<file path="src/rtl/fadd16_resp_queue.sv">
// Issue/completion wrapper around the fixed-latency fadd16 pipeline. Ops are admitted on credit,
// tracked through the pipe, and their results are queued in accept order behind a valid/ready port.
module fadd16_resp_queue #(
  parameter int LATENCY  = 2,
  parameter int DEPTH    = 4,
  parameter int RES_W    = 16,
  parameter int FFLAGS_W = 5
) (
  input  logic                       clk,
  input  logic                       rst_n,
  input  logic                       start_valid_i,
  output logic                       start_ready_o,
  output logic                       s0_vld_o,
  input  logic [RES_W-1:0]           fadd_res_i,
  input  logic [FFLAGS_W-1:0]        fadd_fflags_i,
  output logic                       finish_valid_o,
  input  logic                       finish_ready_i,
  output logic [RES_W-1:0]           res_o,
  output logic [FFLAGS_W-1:0]        fflags_o,
  output logic [$clog2(DEPTH+1)-1:0] occupancy_o
);

  localparam int CNT_W   = $clog2(DEPTH + 1);
  localparam int PTR_W   = (DEPTH > 1) ? $clog2(DEPTH) : 1;
  localparam int ENTRY_W = RES_W + FFLAGS_W;
  localparam logic [PTR_W-1:0] PTR_LAST  = PTR_W'(DEPTH - 1);
  localparam logic [CNT_W-1:0] CNT_FULL  = CNT_W'(DEPTH);
  localparam logic [CNT_W:0]   CRED_LIM  = (CNT_W+1)'(DEPTH);

  logic [LATENCY-1:0] vld_reg;
  logic [LATENCY-1:0] vld_next;
  logic [CNT_W-1:0]   inflight_cnt;
  logic [CNT_W:0]     occ_sum;

  logic [ENTRY_W-1:0] mem_reg [DEPTH];
  logic [PTR_W-1:0]   wr_ptr_reg;
  logic [PTR_W-1:0]   wr_ptr_next;
  logic [PTR_W-1:0]   rd_ptr_reg;
  logic [PTR_W-1:0]   rd_ptr_next;
  logic [CNT_W-1:0]   fifo_cnt_reg;
  logic [CNT_W-1:0]   fifo_cnt_next;
  logic [ENTRY_W-1:0] head_entry;

  logic accept;
  logic push;
  logic pop;

  // Credit is derived from registered state only, so finish_ready_i never reaches start_ready_o.
  assign occ_sum       = {1'b0, fifo_cnt_reg} + {1'b0, inflight_cnt};
  assign start_ready_o = (occ_sum < CRED_LIM);
  assign occupancy_o   = occ_sum[CNT_W-1:0];
  assign accept        = start_valid_i & start_ready_o;
  assign s0_vld_o      = accept;

  // ---------------------------------------------------------------- in-flight tracker
  for (genvar gi = 0; gi < LATENCY; gi++) begin : g_track
    if (gi == 0) begin : g_head
      assign vld_next[gi] = accept;
    end else begin : g_shift
      assign vld_next[gi] = vld_reg[gi-1];
    end
  end

  always_ff @(posedge clk or negedge rst_n) begin
    if (!rst_n) begin
      vld_reg <= '0;
    end else begin
      vld_reg <= vld_next;
    end
  end

  always_comb begin
    inflight_cnt = '0;
    for (int i = 0; i < LATENCY; i++) begin
      inflight_cnt = inflight_cnt + CNT_W'(vld_reg[i]);
    end
  end

  assign push = vld_reg[LATENCY-1];

  // ---------------------------------------------------------------- result FIFO
  assign finish_valid_o = (fifo_cnt_reg != '0);
  assign pop            = finish_valid_o & finish_ready_i;

  always_comb begin
    wr_ptr_next = wr_ptr_reg;
    if (push) begin
      wr_ptr_next = (wr_ptr_reg == PTR_LAST) ? '0 : wr_ptr_reg + PTR_W'(1);
    end
  end

  always_comb begin
    rd_ptr_next = rd_ptr_reg;
    if (pop) begin
      rd_ptr_next = (rd_ptr_reg == PTR_LAST) ? '0 : rd_ptr_reg + PTR_W'(1);
    end
  end

  always_comb begin
    fifo_cnt_next = fifo_cnt_reg;
    case ({push, pop})
      2'b10:   fifo_cnt_next = fifo_cnt_reg + CNT_W'(1);
      2'b01:   fifo_cnt_next = fifo_cnt_reg - CNT_W'(1);
      default: fifo_cnt_next = fifo_cnt_reg;
    endcase
  end

  always_ff @(posedge clk or negedge rst_n) begin
    if (!rst_n) begin
      wr_ptr_reg   <= '0;
      rd_ptr_reg   <= '0;
      fifo_cnt_reg <= '0;
    end else begin
      wr_ptr_reg   <= wr_ptr_next;
      rd_ptr_reg   <= rd_ptr_next;
      fifo_cnt_reg <= fifo_cnt_next;
    end
  end

  // Storage is cleared on reset so the head reads as zero while the queue is empty after reset.
  always_ff @(posedge clk or negedge rst_n) begin
    if (!rst_n) begin
      for (int i = 0; i < DEPTH; i++) begin
        mem_reg[i] <= '0;
      end
    end else if (push) begin
      assert (fifo_cnt_reg != CNT_FULL);
      mem_reg[wr_ptr_reg] <= {fadd_fflags_i, fadd_res_i};
    end
  end

  assign head_entry = mem_reg[rd_ptr_reg];
  assign res_o      = head_entry[RES_W-1:0];
  assign fflags_o   = head_entry[ENTRY_W-1:RES_W];

endmodule

</file>
<file path="config.mk">
export PLATFORM = sky130hd
export DESIGN_NAME = fadd16_resp_queue
export DESIGN_NICKNAME = d
export VERILOG_FILES = /design/src/rtl/fadd16_resp_queue.sv
export SDC_FILE = /design/constraint.sdc
export NUM_CORES = 1
export LEC_CHECK = 0
export CORE_UTILIZATION = 52
export CTS_BUF_LIST = sky130_fd_sc_hd__clkbuf_8
export DETAILED_ROUTE_END_ITERATION = 6
export GPL_TIMING_DRIVEN = 0
export HOLD_SLACK_MARGIN = 0.06
export PLACE_DENSITY = 0.78
export REMOVE_ABC_BUFFERS = 1
export SLEW_MARGIN = 40
export SYNTH_ARGS = -nofsm -noshare
export SYNTH_HDL_FRONTEND = slang
export SYNTH_SLANG_ARGS = --single-unit
</file>
<file path="constraint.sdc">
create_clock -name clk -period 1.8 [get_ports clk]
set_input_delay 0.27 -clock clk [delete_from_list [all_inputs] [get_ports clk]]
set_output_delay 0.27 -clock clk [all_outputs]
set_load 0.02 [all_outputs]
</file>
==> qor.csv <==
metric,value,unit
status,finished with violations,
failed_checks,negative setup slack,
core-area,7767,µm²
total_power,11240,µW
wl_per_cell,17.34,µm
synth-xor-area-share,0.6269,%
die_w,91.78,µm
syn_area,4192,µm²
vias,2343,
drt-vias-per-instance,5.411,
drc,0,
dp.cells,398,
largest_reg_flops,84,
critPathMaxStageDelay,0.43,ns
clock-sinks,93,
pin_count,52,
fp-row-count,32,
nNetsFinal,363,
layout_min_cycle_time,2.374,ns
post-route-util,68.48,%
cts_tree,built,
cts_buffers,9,
finClkSkew,0.003237,ns
instances_no_fill,433,
avgSynthCellArea,16.37,µm²
grt_usage,19.69,%
seqCellArea,2337,µm²
start_util,53.96,%
antenna_left,0,
tightest_slew,0.6274,ns
fill_cells,538,
synth-adder-area-share,3.642,%
maxCapViolations,0,
drt-total-wl,7510,µm
cp_common_cell,ha_4,
endpoint_kind,output port,
cp.arrival,2.10,ns
fmax,421.3,MHz
firstDrtPassIters,4,
grt_pass1_vias,2493,
cp.required,1.53,ns
ir_worst_vdd,0.001506,V
yosysUniqueCellTypes,21,
grt_pass1_wl,12460,µm
setup_viol,28,
die-area,8424,µm²
first_iter_violations,59,
antenna_found_initial,0,
synth_top_cell_area_share,55.52,%
area_delta_synth_final,26.90,%
cpMaxStageDelayCell,dfrtp_2,
synth_top_family_by_area,multiplexers,
whs,0.3756,ns
dieHeight,91.78,µm
crit_start,vld_reg[1]$_DFF_PN0_,
n_antenna_cell,0,
synth_warnings,0,
rsz0062_at_grt,true,
ys_top_cells_by_area,"dfrtp_1 56%, mux2_2 23%, mux4_2 11%, ha_1 2.7%, buf_4 1.4%",
gp_congestion,0.7123,
leakagePower,0.002278,µW
dp_hpwl,4477,µm
syn_inst,256,
layout_setup_ws,-0.5735,ns
powerDensity,2113,nW/µm²
multi_input_area,1795,µm²
maxSlewViolCount,0,
reg2reg_from,fifo_cnt_reg[0]$_DFFE_PN0P_,
cp-start-kind,flip-flop,
dp_worst_setup_slack,-0.9186,ns
clk_latency,0.35,ns
yosys.area_share.simple,1.672,%
clock_path_buffers,2,
cts_root_buffer,clkbuf_8,
synth.area.mux_share,34.63,%
overflow,0,
drive_above_1_share,58.31,%
cts.htree.levels,3,
synth_compound_area_share,0.5373,%
cp_cell_sequence,"ha_4, ha_4, inv_2, fa_2, nor2b_4, a21o_1, and2_4, buf_6",
min-delay-path-class,in2async,
seq_area_frac_synth,55.52,%
path_clk_slew,0.08,ns
portBuffers,51,
hold_viol,0,
slew_headroom,58.03,%
critical_path_class,reg2out,
yosys_register_bits,93,
grt_max_degree,60,
fin_crit_sh,131.9,%
yosys.area.top_type,dfrtp_1,
crit_fanout,2,
## power by group
part	leakage (µW)	switching, µW	internal (µW)	total, µW
Sequential	0.00108	644	3190	3830
Clock	0.000108	697	749	1450
Combinational	0.00109	2400	3560	5960
Total	0.00228	3740	7500	11200
## area by class of cell
cell class              count  area share (%)
clock buffers              12           3.105
clock inverters             3          0.8233
inverters                  10          0.7528
multi-input cells         140           33.76
flip-flops and latches     93           43.94
well taps                 102           2.399
repair buffers             73           15.22
## critical path, delay by kind of cell (launching register included)
family	cells	cell delay (ns)
flip-flops	1	0.43
adder cells (fa/ha/maj)	3	0.73
AO/OA/AOI/OAI	1	0.16
AND/OR/NAND/NOR	2	0.28
buffers and inverters	2	0.15
## layer usage
metal	wire, µm	global-route usage, %	vias to the layer above
met4	122	8.203	0
li1	-	-	1072
met3	259	3.566	11
met5	0	0	-
met1	3453	26.32	1218
met2	3675	32.02	42
## cells in the final DEF, fill, tap and decap left out, types with 2 or more instances in the layout
| master | synthesis | final |
|---|---|---|
| nor2_1 | 3 | 3 |
| ha_1 | 9 | 6 |
| buf_16 | 0 | 2 |
| buf_6 | 3 | 33 |
| o21ai_0 | 2 | 2 |
| mux4_2 | 21 | 21 |
| dfrtp_4 | 0 | 2 |
| clkdlybuf4s50_1 | 0 | 23 |
| nand2_2 | 0 | 4 |
| buf_8 | 0 | 4 |
| fa_2 | 0 | 2 |
| dfrtp_1 | 93 | 89 |
| clkbuf_8 | 0 | 12 |
| mux2_2 | 86 | 86 |
| inv_1 | 10 | 6 |
| inv_2 | 0 | 3 |
| buf_2 | 2 | 2 |
| buf_4 | 8 | 7 |
| ha_4 | 0 | 3 |
| xor2_1 | 2 | 2 |
| dfrtp_2 | 0 | 2 |
## kinds of logic (layout without fill, tap and decap cells)
| group | after synthesis | after routing |
|---|---|---|
| buf+inv | 23 | 98 |
| xor+xnor | 3 | 3 |
| mux | 108 | 108 |
| simple gates | 14 | 14 |
| compound gates | 4 | 4 |
| fa+ha+maj | 11 | 11 |
| flops | 93 | 93 |
## synth_stat cells
cell and n:
mux2i_1 1, mux4_2 21, a21o_1 1, xor2_1 2, mux2_2 86, fa_1 2, inv_1 10, nand2_1 6
o21ai_0 2, nor2_1 3, or3_4 1, xnor2_1 1, buf_2 2, buf_6 3, buf_4 8, or3_1 1
and2_1 1, a21oi_1 1, ha_1 9, dfrtp_1 93, nor2b_1 2
## metrics by stage
| stage | TNS, ns | area, µm² |
|---|---|---|
| after floorplan | -5.385 | 4088 |
| after global placement | -310.70 | 4726 |
| after detailed placement | -9.852 | 4795 |
| after CTS | -6.815 | 5129 |
| after global routing | -8.194 | 5319 |
| final | -6.849 | 5319 |
## timing repair
action                                 in CTS  in global routing
endpoints found under the hold margin      34                  0
hold buffers                                1                  0
setup endpoints to repair                  30                 29
pin swaps                                   6                  8
buffers inserted                           16                  5
resized for setup                         148                 49
## path summary, 6_finish.rpt
path,to,slack (ns),depth (start not counted)
max in group asynchronous,rd_ptr_reg[1]$_DFFE_PN0P_,0.82,3
worst max-delay path,s0_vld_o,-0.57,8
worst min-delay path,mem_reg[2]$_DFFE_PN0P_,0.38,2
worst max register to register,fifo_cnt_reg[2]$_DFFE_PN0P_,-0.29,11
min in group clk,vld_reg[1]$_DFF_PN0_,0.43,0
worst min register to register,vld_reg[1]$_DFF_PN0_,0.43,0
(Power assumes the default switching activity.)
==> patch 1: new RTL, config.mk and constraints unchanged <==
Change the parameter `DEPTH` from 4 to 8.
--- a/src/rtl/fadd16_resp_queue.sv
+++ b/src/rtl/fadd16_resp_queue.sv
@@ -2,7 +2,7 @@
 // tracked through the pipe, and their results are queued in accept order behind a valid/ready port.
 module fadd16_resp_queue #(
   parameter int LATENCY  = 2,
-  parameter int DEPTH    = 4,
+  parameter int DEPTH    = 8,
   parameter int RES_W    = 16,
   parameter int FFLAGS_W = 5
 ) (
Interface: changed (resized occupancy_o); port bits go from 52 to 53. No check against the original RTL was run, so the function may have changed too.
==> patch 1 against the unedited design <==
- the run still ends with setup timing left
- maximum frequency fell by 3.5%
- sequential cell count rose by 87
- wire length rose by 150%
- first-iteration DRC count rose to 3.8 times the old value
- area after synthesis rose by 100%
- final cell count rose by 91%
- power rose by 83%
- final area rose by 91%
- combinational power rose by 78%
- setup slack got worse by 87 ps
- largest cell class unchanged
- largest power group unchanged
==> patch 1: results <==
metrics = {
    "layout": {
        "largest_reg_flops": 168,
        "fin_cells": 829,
        "drive_gt1_share_pct": 61.7,
        "multi_input_area_mm2": 0.00374,
        "num-fill-cells": 1112,
        "num-nets-final": 637,
    },
    "timing": {
        "fin_setup_tns_ps": -16070,
        "whs_ps": 287,
        "fin_worst_skew_ps": 7.46,
        "setup_viol": 30,
        "worst_pin_slew_ps": 877,
        "layout_setup_ws_ps": -661,
    },
    "place": {
        "port_buffers": 52,
        "post_dp_cell_area_mm2": 0.00935,
        "dp.final_hpwl_mm": 11.4,
        "gp_congestion": 0.727,
        "post-place-ws_ps": -832,
        "numPlacedInstances": 762,
    },
    "worst_setup_path": {
        "crit_fanout": 5,
        "arrival_ps": 2190,
        "cpLargestDelayFamily": "multiplexers",
        "r2r-start": "fifo_cnt_reg[2]",
        "cp-startpoint": "rd_ptr_reg[0]",
        "rr_worst_depth": 10,
        "regToRegSetupSlack_ps": -420,
        "crit_end": "res_o[4]",
    },
    "route": {
        "viasPerCell": 5.79,
        "wl_met1_mm": 8.06,
        "drt_wl_total_mm": 18.5,
        "wl_met3_um": 649,
        "drtIter0Drc": 227,
        "routed-wl-met2_mm": 9.42,
    },
    "global_routing": {
        "grt_max_degree": 52,
        "grt_pass1_vias": 5209,
        "grt_pass1_wl_mm": 29.1,
        "grt_util_met2_pct": 39.9,
        "grt_util_met3_pct": 4.13,
        "met1_usage_pct": 31.7,
        "grt_usage_pct": 23.8,
    },
    "yosys": {
        "ys_top_cells_by_area": "dfrtp_1, mux2_2, mux4_1",
        "synthDistinctLibCells": 31,
        "synthTopCellsByCount": "mux2_2, dfrtp_1, mux4_1",
    },
    "clock_network": {
        "cts_made_buffers": 17,
        "clk_latency_ps": 460,
        "htree_num_levels": 4,
    },
    "power": {
        "clock_power_mw": 2.39,
        "powerDensity_mw_per_mm2": 2020,
        "internal_power_mw": 13.7,
        "power_frac_comb_pct": 51.6,
        "irDropWorstVdd_uv": 1340,
        "p_leak_nw": 4.35,
    },
    "outcome": {
        "status": "complete, but fails checks",
        "violations": "setup timing",
    },
}
patch 1: cell types whose count changed after synthesis, sizes merged, moves of 3 or more:
cell / delta
buf: +13
clkbuf: +8
dfrtp: +87
inv: -4
mux2: +108
mux4: +21
nand4b: +4
nor3: +4
xor2: +3
patch 1: timing repair:
item                       4_1_cts  5_1_grt
buffers inserted                24        9
setup endpoints to repair      133       62
pin swaps                       20       16
gates cloned                     3        1
resized for setup              219       42
hold endpoints to repair        86        0
hold buffers                     1        0
patch 1: cell families after synthesis:
kind of cell,count (synthesis),share of synthesized area [%]
flip-flops,180,53.4
AO/OA/AOI/OAI,6,0.460
XOR/XNOR,8,0.831
AND/OR/NAND/NOR,21,1.72
adder cells (fa/ha/maj),11,1.72
buffers and inverters,40,2.73
multiplexers,237,39.1
patch 1: cell type report:
type,count,share of cell area (%)
Sequential cell,180,44.5
Multi-Input combinational cell,283,36.9
Timing Repair Buffer,113,12.5
Clock buffer,21,2.84
Tap cell,216,2.66
Clock inverter,10,0.443
Inverter,6,0.246
==> patch 2: new RTL, config.mk and constraints unchanged <==
Made on the original files. Put a register stage on the output `fflags_o`, with the module's reset. The value now appears one clock later. The other outputs are not delayed to match.
--- a/src/rtl/fadd16_resp_queue.sv
+++ b/src/rtl/fadd16_resp_queue.sv
@@ -131,7 +131,13 @@
 
   assign head_entry = mem_reg[rd_ptr_reg];
   assign res_o      = head_entry[RES_W-1:0];
-  assign fflags_o   = head_entry[ENTRY_W-1:RES_W];
+  always_ff @(posedge clk or negedge rst_n) begin
+    if (!rst_n) begin
+      fflags_o <= '0;
+    end else begin
+      fflags_o <= head_entry[ENTRY_W-1:RES_W];
+    end
+  end
 
 endmodule
 
Formal check against the unedited RTL: not equivalent (Yosys sat finds a counterexample within 4 cycles, from zero or initial values and one cycle with rst_n low).
==> patch 2 against the unedited design <==
- the run still ends with setup timing left
- wire length increased by 3.3%
- first-iteration DRC count grew 64%
- synthesized cell count grew 8.2%
- final area is 1.6% higher
- critical path depth unchanged
- sequential share of layout area grew 1.6 points
- area after synthesis grew 5.9%
- power down 1.4%
- setup slack got worse by 3.4 ps
- combinational power down 6.4%
- hold slack worse by 15 ps
- sequential cell count is 5 higher
- utilization fell by 2.7 points
==> patch 2: results <==
metrics = {
    "outcome": {
        "status": "complete, but fails checks",
        "violations": "setup timing",
    },
    "place": {
        "gp_congestion": 0.728,
        "post-place-ws_ps": -906,
        "dp.final_hpwl_mm": 4.50,
        "post_dp_cell_area_mm2": 0.00493,
    },
    "power": {
        "irDropWorstVdd_uv": 1110,
        "p_leak_nw": 2.33,
    },
    "route": {
        "num_vias": 2376,
        "drt_wl_total_mm": 7.76,
        "drtIter0Drc": 97,
    },
    "global_routing": {
        "grt_pass1_wl_mm": 12.7,
        "grt_max_degree": 67,
        "grt_pass1_vias": 2566,
        "grt_usage_pct": 19.2,
    },
    "clock_network": {
        "cts_made_buffers": 9,
    },
    "timing": {
        "fin_worst_skew_ps": 9.01,
        "fin_setup_tns_ps": -4990,
        "layout_setup_ws_ps": -577,
        "setup_viol": 24,
        "slew_headroom_pct": 59.4,
    },
    "yosys": {
        "ys_top_cells_by_area": "dfrtp_1, mux2_2, mux4_2",
        "synthTopCellsByCount": "dfrtp_1, mux2_2, buf_4",
        "yosysSeqAreaShare_pct": 55.3,
        "synthArstFlopShare_pct": 100,
    },
    "layout": {
        "num-fill-cells": 603,
        "drive_gt1_share_pct": 56.2,
        "num-nets-final": 369,
    },
    "worst_setup_path": {
        "max_stage_delay_ps": 430,
    },
    "min_path": {
        "hold_class": "in2async",
    },
}
## patch 2: cell count changes in the layout (fill, tap and decap cells not counted), moves of 2 or more
cell             before  now
buf_4                 7   15
clkinvlp_4            0    2
buf_8                 4    1
buf_2                 2    5
nand2_4               1    3
nand2_2               4    2
dfrtp_1              89   94
clkdlybuf4s50_1      23   28
buf_6                33   21
## patch 2: worst max-delay path, delay by kind of cell, from the launching register on
kind	cells	cell delay, ps
adders and majority gates	3	740
DFF	1	430
and+or+nand+nor	2	280
AOI/OAI and AO/OA	1	160
buffers and inverters	2	150
## patch 2: kinds of logic after synthesis
group	count (synthesis)	synth area share (%)
muxes	108	32.7
DFF	98	55.3
buffers and inverters	39	5.89
and+or+nand+nor	14	1.58
adders and majority gates	11	3.44
AOI/OAI and AO/OA	4	0.508
xor gates and xnor gates	3	0.592
## patch 2: cell type report
class	instances	area, µm²	area share, %
multi-input combinational	140	1810	33.5
clock buffer	11	151	2.80
tap	105	131	2.43
clock inverter	5	62.6	1.16
inverter	10	37.5	0.694
timing repair buffer	74	752	13.9
sequential	98	2460	45.5
## patch 2: timing repair
action | in CTS | in global routing
setup buffers | 13 | 9
endpoints found under the setup margin | 25 | 58
hold buffers | 1 | 0
pin swaps | 7 | 7
resized for setup | 119 | 36
hold endpoints to repair | 32 | 0
cloned | 0 | 1
## patch 2: worst paths after layout
kind / start / endpoint / slack [ps] / cells after the start
max: vld_reg[1] / s0_vld_o / -580 / 8
min reg2reg: mem_reg[40] / mem_reg[40] / 510 / 1
max reg2reg: fifo_cnt_reg[0] / fifo_cnt_reg[2] / -260 / 11
min in group clk: start_valid_i / vld_reg[0] / 500 / 2
min: rst_n / mem_reg[76] / 360 / 2
max in group asynchronous: rst_n / mem_reg[72] / 830 / 3
## patch 2: per-stage QoR
step                instances  power, mW  hold slack [ps]
floorplan                 248       7.16            -25.6
global placement          404       8.79              366
detailed placement        406       9.02              152
CTS                       436       10.6              348
global route              443       11.8              374
finish                    443       11.1              361
## patch 2: routing by layer
metal  share of wire (%)  GRT usage, %  vias to the layer above
li1                    -             -                     1079
met1                  46          27.3                     1243
met2                  49          29.7                       45
met3                 3.4          3.14                        9
met4                 1.6          7.95                        0
met5                   0             0                        -
## patch 2: power breakdown
| part | internal [mW] | switching, mW | total, mW |
|---|---|---|---|
| clock network | 0.723 | 0.748 | 1.47 |
| registers | 3.37 | 0.665 | 4.03 |
| logic | 3.31 | 2.26 | 5.58 |
